$ cat config.mk
export PLATFORM = sky130hd
export DESIGN_NAME = fetch_unit
export DESIGN_NICKNAME = d
export VERILOG_FILES = /design/src/rtl/mips_pkg.sv /design/src/rtl/fetch_pc_gen.sv /design/src/rtl/fetch_unit.sv
export SDC_FILE = /design/constraint.sdc
export NUM_CORES = 1
export LEC_CHECK = 0
export CAP_MARGIN = 40
export CORE_MARGIN = 2
export CORE_UTILIZATION = 42
export DETAILED_ROUTE_END_ITERATION = 7
export GPL_TIMING_DRIVEN = 0
export PLACE_DENSITY = 0.74
export SLEW_MARGIN = 0
export SYNTH_ARGS = -nofsm -noshare
export SYNTH_HDL_FRONTEND = slang
export SYNTH_SLANG_ARGS = --single-unit
$ cat constraint.sdc
create_clock -name clk -period 2 [get_ports clk]
set_input_delay 0.3 -clock clk [delete_from_list [all_inputs] [get_ports clk]]
set_output_delay 0.3 -clock clk [all_outputs]
set_load 0.05 [all_outputs]
$ cat src/rtl/mips_pkg.sv
// Shared definitions for the P5 MIPS front end: reset/memory defaults,
// the canonical nop encoding and the IF/ID pipeline bundle.
package mips_pkg;

  localparam logic [31:0] RESET_PC_DEF  = 32'h0000_3000;
  localparam logic [31:0] IMEM_BASE_DEF = 32'h0000_3000;
  localparam int unsigned IMEM_WORDS_DEF = 4096;

  // sll $0, $0, 0
  localparam logic [31:0] NOP_INSTR = 32'h0000_0000;

  typedef struct packed {
    logic [31:0] instr;
    logic [31:0] pc;
    logic [31:0] pc8;
    logic        valid;
    logic        exc;
  } ifid_t;

endpackage

$ cat src/rtl/fetch_pc_gen.sv
// Program counter register with next-PC priority: reset > stall > redirect > pc+4.
module fetch_pc_gen
  import mips_pkg::*;
#(
  parameter logic [31:0] RESET_PC = RESET_PC_DEF
) (
  input  logic        clk,
  input  logic        reset,
  input  logic        stall,
  input  logic        redirect_valid,
  input  logic [31:0] redirect_pc,
  output logic [31:0] pc_f
);

  logic [31:0] pc_q;

  // PC update; a redirect coinciding with a stall is dropped, the D stage re-asserts it
  always_ff @(posedge clk) begin
    if (reset) begin
      pc_q <= RESET_PC;
    end else if (!stall) begin
      if (redirect_valid) begin
        pc_q <= redirect_pc;
      end else begin
        pc_q <= pc_q + 32'd4;
      end
    end
  end

  assign pc_f = pc_q;

endmodule

$ cat src/rtl/fetch_unit.sv
// Instruction-fetch stage: drives the PC to the instruction ROM and captures
// the returned word into the IF/ID register. Delay slots are never flushed.
// Optional macro FETCH_CHECK_EN: keeps redirect targets unaligned and flags
// misaligned or out-of-range fetches on fetch_exc_d.
module fetch_unit
  import mips_pkg::*;
#(
  parameter logic [31:0] RESET_PC   = RESET_PC_DEF,
  parameter logic [31:0] IMEM_BASE  = IMEM_BASE_DEF,
  parameter int unsigned IMEM_WORDS = IMEM_WORDS_DEF
) (
  input  logic        clk,
  input  logic        reset,
  input  logic        stall,
  input  logic        redirect_valid,
  input  logic [31:0] redirect_pc,
  output logic [31:0] imem_addr,
  input  logic [31:0] imem_instr,
  output logic [31:0] instr_d,
  output logic [31:0] pc_d,
  output logic [31:0] pc8_d,
`ifdef FETCH_CHECK_EN
  output logic        fetch_exc_d,
`endif
  output logic        valid_d
);

  logic [31:0] pc_f;
  logic [31:0] redirect_target;
  logic        fetch_fault;
  ifid_t       ifid_q;
  ifid_t       ifid_next;

`ifdef FETCH_CHECK_EN
  localparam logic [32:0] IMEM_LO = {1'b0, IMEM_BASE};
  localparam logic [32:0] IMEM_HI = {1'b0, IMEM_BASE} + 33'(IMEM_WORDS) * 33'd4;

  assign redirect_target = redirect_pc;

  // Range compare in 33 bits so a window ending at 2^32 does not wrap
  always_comb begin
    fetch_fault = 1'b0;
    if (pc_f[1:0] != 2'b00) fetch_fault = 1'b1;
    if ({1'b0, pc_f} < IMEM_LO) fetch_fault = 1'b1;
    if ({1'b0, pc_f} >= IMEM_HI) fetch_fault = 1'b1;
  end

  assign fetch_exc_d = ifid_q.exc;
`else
  logic [66:0] unused_cfg;

  assign redirect_target = {redirect_pc[31:2], 2'b00};
  assign fetch_fault     = 1'b0;
  assign unused_cfg      = {redirect_pc[1:0], ifid_q.exc, IMEM_BASE, 32'(IMEM_WORDS)};
`endif

  fetch_pc_gen #(
    .RESET_PC (RESET_PC)
  ) u_pc_gen (
    .clk            (clk),
    .reset          (reset),
    .stall          (stall),
    .redirect_valid (redirect_valid),
    .redirect_pc    (redirect_target),
    .pc_f           (pc_f)
  );

  assign imem_addr = pc_f;

  // Next IF/ID contents; a faulting fetch is replaced by a nop
  always_comb begin
    ifid_next       = '0;
    ifid_next.instr = fetch_fault ? NOP_INSTR : imem_instr;
    ifid_next.pc    = pc_f;
    ifid_next.pc8   = pc_f + 32'd8;
    ifid_next.valid = 1'b1;
    ifid_next.exc   = fetch_fault;
  end

  // IF/ID register: cleared on reset, frozen under stall
  always_ff @(posedge clk) begin
    if (reset) begin
      ifid_q       <= '0;
      ifid_q.instr <= NOP_INSTR;
    end else if (!stall) begin
      ifid_q <= ifid_next;
    end
  end

  assign instr_d = ifid_q.instr;
  assign pc_d    = ifid_q.pc;
  assign pc8_d   = ifid_q.pc8;
  assign valid_d = ifid_q.valid;

endmodule
==> out/results.ini <==
[status]
status = completed

[critical_path]
critPathMaxStageDelay_ns = 0.60
cp_cell_sequence = buf_6 -> nand2_8 -> or4_4 -> nand2b_4 -> or4_1 -> a31oi_1
cp-startpoint = u_pc_gen.pc_f[6]
cp.required_ns = 2.34
cp_slowest_cell = or4_4
r2r_start = u_pc_gen.pc_f[6]
crit_path_end_kind = flip-flop
path_class = reg2reg
start_kind = flip-flop
worstPathMaxFanout = 10
cp_data_arrival_time_ns = 2.34

[clock_tree]
cts_tree = yes
path_clk_slew_ns = 0.05
clock_sinks = 122
cts.path.max_buffers = 2
htree_levels = 4
cts_root_buf = clkbuf_16
insertion_delay_ns = 0.42
holdBufCountCts = 0
cts_buffers = 17

[pwr]
power_density_nw_per_um2 = 789
vdd_drop_max_v = 0.000662
p_leak_nw = 3.67

[detailed_routing]
drt-vias-per-instance = 5.34
wl_per_cell_um = 17.7
remaining_drc_errors = 0
drt_iter0_markers = 432
drt-met1-wl_um = 7840
drt_wl_total_um = 19600
met2_length_um = 9020
drt_first_pass_iters = 5
dr_wl_met3_um = 2260
via_count = 5907
highest_layer = met4
postRouteAntennaNets = 0

[synth]
synth.avg_cell_area_um2 = 8.61
synthArstFlopShare_pct = 0
ys.flop_type = dfxtp_1
yosysWarnings = 0
synthTopCellsByArea = dfxtp_1 (41%), mux2i_1 (12%), nor2_1 (7.0%), buf_4 (4.8%), clkbuf_1 (2.7%)
netlist_area_um2 = 5890
seq_area_frac_synth_pct = 41.5
synthDominantCellAreaShare_pct = 41.5
synth_edf_count = 0
ys_ff_latch = 122
netlist-cell-type-count = 52
yosys.area.top_type = dfxtp_1
syn_inst = 684

[placed_design]
dp_hpwl_um = 13800
gp_congestion = 0.903
pre_cts_ws_ns = -0.862
port_buffers = 187

[min_path]
hp-start = reset
hold_class = in2reg

[timing]
fin_ws_ns = 0.00682
finalSetupTns_ns = 0
slew_violations = 0
relSlewSlack_pct = 51.8
finalHoldViolCount = 0
timing.final.crit_share_pct = 99.7
rsz0062_at_grt = true
fmax_mhz = 502
timing.final.crit_period_ns = 1.99
setup_viol = 0
clock_skew_ns = 0.00742
tightest_slew_ns = 0.722

[grt]
grt_pass1_wl_um = 29900
antenna_found_initial = 0
grt.total_usage_pct = 26.0
grt-ovfl-total = 0
grt_max_degree = 17
grt_pass1_vias = 5669

[floorplanning]
die_area_um2 = 15000
start_util_pct = 42.8
io_pins = 197
fp-row-count = 43
core_region_area_um2 = 13800
die_w_um = 122
fp.dieH_um = 122

[cells_and_area]
final_nets = 983
num-fill-cells = 1177
area_delta_synth_final_pct = 52.4
antenna_cells = 0
drive_gt1_share_pct = 17.1

[flow_run]
drv_cap = 0

-- registers in the layout, summed over array words and instances, names as in the netlist --
name	cells
pc8_d	29
valid_d	1
u_pc_gen.pc_f	30
pc_d	30
instr_d	32
-- cell type report --
class | instances | area [um2] | area share, %
Buffer | 98 | 631 | 7.02
Clock buffer | 23 | 458 | 5.10
Clock inverter | 9 | 97.6 | 1.09
Inverter | 8 | 30.0 | 0.334
Multi-Input combinational cell | 458 | 3040 | 33.9
Sequential cell | 122 | 2470 | 27.5
Tap cell | 180 | 225 | 2.51
Timing Repair Buffer | 208 | 2030 | 22.6
-- final timing paths --
check	to	slack, ns	depth (start not counted)
min reg2reg	valid_d	0.45	2
min	u_pc_gen.pc_f[30]	0.41	4
max	u_pc_gen.pc_f[20]	0.007	6
max reg2reg	u_pc_gen.pc_f[20]	0.007	6
-- cells by family (layout without fill, tap and decap cells) --
| group | Yosys count | count (layout) | synth area share [%] |
|---|---|---|---|
| xor gates and xnor gates | 26 | 26 | 3.87 |
| adders and majority gates | 2 | 2 | 0.425 |
| AOI/OAI and AO/OA | 118 | 118 | 12.9 |
| DFF | 122 | 122 | 41.5 |
| muxes | 72 | 72 | 12.3 |
| and+or+nand+nor | 234 | 234 | 19.3 |
| buffers and inverters | 109 | 346 | 9.73 |
| other | 1 | 6 | 0.0637 |
-- cell usage after synthesis (4+ instances only) --
| cell type | instances |
|---|---|
| dfxtp_1 | 122 |
| nor2_1 | 110 |
| mux2i_1 | 69 |
| clkbuf_1 | 42 |
| buf_4 | 38 |
| a21oi_1 | 29 |
| nand2_1 | 28 |
| o21ai_0 | 27 |
| nor3_1 | 22 |
| a211oi_1 | 20 |
| xnor2_1 | 18 |
| nand4_1 | 14 |
| nand3_1 | 11 |
| a22oi_1 | 10 |
| buf_2 | 10 |
| buf_1 | 9 |
| and3_1 | 8 |
| inv_1 | 8 |
| xor2_1 | 8 |
| a31oi_1 | 7 |
| or3_1 | 7 |
| and4_1 | 6 |
| o21a_1 | 6 |
| or4_1 | 6 |
| a311oi_1 | 4 |
| nand3b_1 | 4 |
| nor4_1 | 4 |
| o211ai_1 | 4 |
-- per-stage QoR --
stage          area, um2  utilization [%]  instances  power [W]  hold WS, ns
3_5_place_dp        8010             58.2       1056    0.00415        0.448
4_1_cts             8790             63.8       1102    0.00709        0.398
6_report            8980             65.2       1106    0.00708        0.408
2_1_floorplan       5910                -        689    0.00362        0.443
3_3_place_gp        8010             58.2       1056    0.00414        0.439
5_1_grt             8980             65.2       1106    0.00732        0.459
-- critical path, delay by kind of cell, from the launching register on --
kind	cells	cell delay, ns
and+or+nand+nor	4	1.27
DFF	1	0.35
buffers and inverters	1	0.13
AOI/OAI and AO/OA	1	0.16
-- report_power, final --
group | switching, W | internal, W | leakage, nW
Combinational | 0.000909 | 0.000581 | 2.38
Clock | 0.00108 | 0.00185 | 0.274
Sequential | 0.0000987 | 0.00256 | 1.01
Total | 0.00209 | 0.00499 | 3.67
-- layer usage --
| layer | global-route usage [%] | up-vias |
|---|---|---|
| li1 | - | 2813 |
| met1 | 32.2 | 2721 |
| met2 | 40.8 | 329 |
| met3 | 9.85 | 44 |
| met4 | 10.1 | 0 |
| met5 | 0 | - |
-- layout by cell type (no fill, tap or decap), types with 10 or more instances in the layout --
master	netlist	routed
dlygate4sd2_1	0	11
nand4_1	14	14
xnor2_1	18	18
buf_4	38	57
a22oi_1	10	10
o21ai_0	27	27
clkdlybuf4s50_1	0	172
mux2i_1	69	69
a211oi_1	20	19
nor3_1	22	20
nor2_1	110	109
buf_6	1	12
a21oi_1	29	29
clkbuf_1	42	28
clkbuf_16	0	17
nand2_1	28	27
clkbuf_2	1	14
dfxtp_1	122	109
-- timing repair --
item                                    CTS  global route
endpoints found under the setup margin  102            52
setup buffers                            17             4
pin swaps                                 3             5
resized for setup                        61            54
Power figures use the tool's default switching activity.
==> RTL edit (config.mk and constraints unchanged) <==
The option `FETCH_CHECK_EN` is turned on by a define.
--- a/src/rtl/fetch_unit.sv
+++ b/src/rtl/fetch_unit.sv
@@ -4,2 +4,4 @@
 // misaligned or out-of-range fetches on fetch_exc_d.
+`define FETCH_CHECK_EN
+
 module fetch_unit
Check against the original RTL (old outputs only; new: fetch_exc_d): not equivalent (a bounded check fails within 4 cycles, from zero or initial values and one cycle with reset high).
==> RTL edit against the unedited design <==
Sequential share of layout area grew 0.23 points; cell area grew 2.5%; setup slack gained 0.035 ns; via count increased by 4.8%; highest routed layer unchanged; routed wire length rose by 7.0%; power grew 1.7%; clock power rose by 6%; clock skew is essentially flat; sequential cell count rose by 5; critical path type is now reg -> out; synthesized area rose by 6.1%; final cell count increased by 2.9%.
==> RTL edit: results (changes against the unedited design) <==
stage,metric,value,unit,change
timing,relSlewSlack,42.2,%,-9.6 points
worst_setup_path,worst-endpoint-arrival,1.66,ns,-0.68 ns
worst_setup_path,r2r.worst_path.cells,6,,unchanged
synthesis,number_of_instances_in_the_synthesized_netlist,722,,+5.6%
global_routing,grt_antenna_before_repair,0,,unchanged
detailed_routing,totalWireLength,21.0,mm,+7.0%
run_status,outcome,"finished, final reports clean",,
place,gp_routability_congestion,0.940,,+4.1%
worst_hold_path,min-delay-start,reset,,
worst_setup_path,critical_path.slowest_cell,clkdlybuf4s50_1,,
clock_tree,clock-root-buffer,clkbuf_16,,
detailed_routing,route.detailed.wl_per_inst,18.4,µm,+4.0%
synthesis,synth_cell_types,53,,+1.9%
synthesis,synth-seq-area-share,40.7,%,-0.77 points
worst_hold_path,timing.hold.worst.class,in -> reg,,
detailed_routing,route.vias.total,6192,,+4.8%
worst_setup_path,worst_r2r_endpoint,pc8_d[26],,
worst_hold_path,whs_path_depth,2,,-2
final_layout,share_of_final_layout_standard_cells_stronger_than_drive_strength_1,15.4,%,-1.7 points
detailed_routing,met1Wirelength,8.62,mm,+10%
global_routing,groute.usage.overall,26.0,%,+0.047 points
worst_setup_path,worst_r2r_startpoint,u_pc_gen.pc_f[13],,
detailed_routing,detailedRoute.firstIterationViolations,528,,+22%
worst_setup_path,cp_max_fo,2,,-8
detailed_routing,detailed_routed_wire_length_on_met2,9.85,mm,+9.3%
synthesis,async_sr_flop_fraction,0,%,unchanged
worst_setup_path,timing.reg2reg.setup_slack,0.07,ns,+0.06 ns
global_routing,number_of_global_route_vias_before_repair,5928,,+4.6%
worst_setup_path,worst_setup_path_startpoint,u_pc_gen.pc_f[20],,
worst_setup_path,cp_slowest_stage_delay,0.78,ns,+0.18 ns
global_routing,wire_length_of_the_first_global_routing_pass,32.4,mm,+8.3%
final_layout,nNetsFinal,1014,,+3.2%
place,numPortBuffers,194,,+3.7%
power_and_ir_drop,vdd.ir_drop.worst,0.000580,V,-12%
place,placed_cells_incl_taps,1100,,+4.2%
synthesis,synth_nets,793,,
synthesis,post_synth_most_frequent_cells,"nor2_1 (128), dfxtp_1 (127), nand2_1 (51), buf_4 (44), a21oi_1 (40)",,
timing,finClkSkew,0.00750,ns,+0.0000791 ns
detailed_routing,highest_layer,met4,,
detailed_routing,met3_wire_len,2.12,mm,-6.1%
synthesis,synth.top_cells.by_area,"dfxtp_1 (41%), nor2_1 (7.7%), mux2i_1 (5.8%)",,
worst_hold_path,hold-path-endpoint,u_pc_gen.pc_f[17],,
power_and_ir_drop,static_leakage_power,3.73,nW,+1.7%
place,detailed_place_hpwl,15.3,mm,+11%
detailed_routing,drt_pre_antenna_iters,5,,unchanged
clock_tree,numCtsBuffers,17,,unchanged
final_layout,antennaDiodeCount,0,,unchanged
==> RTL edit: power by group <==
group / leakage (nW) / switching [mW] / total (mW) / internal [mW]
Combinational: 2.40 / 0.861 / 1.38 / 0.518
Clock: 0.293 / 1.07 / 3.11 / 2.03
Sequential: 1.04 / 0.0800 / 2.72 / 2.64
Total: 3.73 / 2.01 / 7.20 / 5.19
==> RTL edit: area by class of cell <==
type | count | area [µm²]
buffer | 102 | 588
clock buffer | 23 | 478
clock inverter | 7 | 110
fill | 1280 | 5330
inverter | 9 | 33.8
multi-input combinational | 484 | 3210
sequential | 127 | 2550
tap | 184 | 230
timing repair buffer | 202 | 2010
==> RTL edit: repair_timing <==
action                     in CTS  in global routing
cloned                          0                  0
setup buffers                   3                  5
resized for setup              24                 32
pin swaps                       3                 11
setup endpoints to repair      57                 67
==> RTL edit: layer usage <==
| metal | vias to the layer above | GRT usage, % |
|---|---|---|
| met1 | 2917 | 32.4 |
| met5 | - | 0 |
| met2 | 312 | 42.2 |
| met3 | 30 | 8.54 |
| met4 | 0 | 9.76 |
| li1 | 2933 | - |
==> RTL edit: critical path: cells and delay by family, from the launching register on <==
kind                   cells  cell delay [ns]
buffers and inverters      2             0.89
flip-flops                 1             0.35
==> RTL edit: through the flow <==
step                      util, %  hold WS [ns]  cell area (µm²)  worst slack [ns]  setup TNS [ns]
final                        63.3         0.327             9200            0.0416               0
after global routing         63.3         0.348             9200           -0.0369         -0.0369
after CTS                    62.3         0.308             9050           0.00412               0
after detailed placement     57.9         0.449             8420            -0.316           -3.68
after global placement       57.9         0.440             8420            -0.323           -3.41
after floorplan                 -         0.436             6250             0.213               0
==> RTL edit: logic make-up (layout without fill, tap and decap cells) <==
logic type	after synthesis	count (layout)	synth area share, %
mux	36	36	5.77
buf+inv	111	343	9.67
simple gates	258	258	21.3
xor+xnor	35	35	4.91
fa+ha+maj	3	3	0.601
compound gates	152	152	17.1
flops	127	127	40.7
==> RTL edit: worst max path at each step <==
stage	end	slack, ns	cells after the start
6_report	imem_addr[20]	0.04	2
5_1_grt	pc8_d[26]	-0.04	6
4_1_cts	pc_d[1]	0.004	2
3_5_place_dp	u_pc_gen.pc_f[19]	-0.32	6
3_3_place_gp	u_pc_gen.pc_f[19]	-0.32	6
2_1_floorplan	u_pc_gen.pc_f[31]	0.21	6
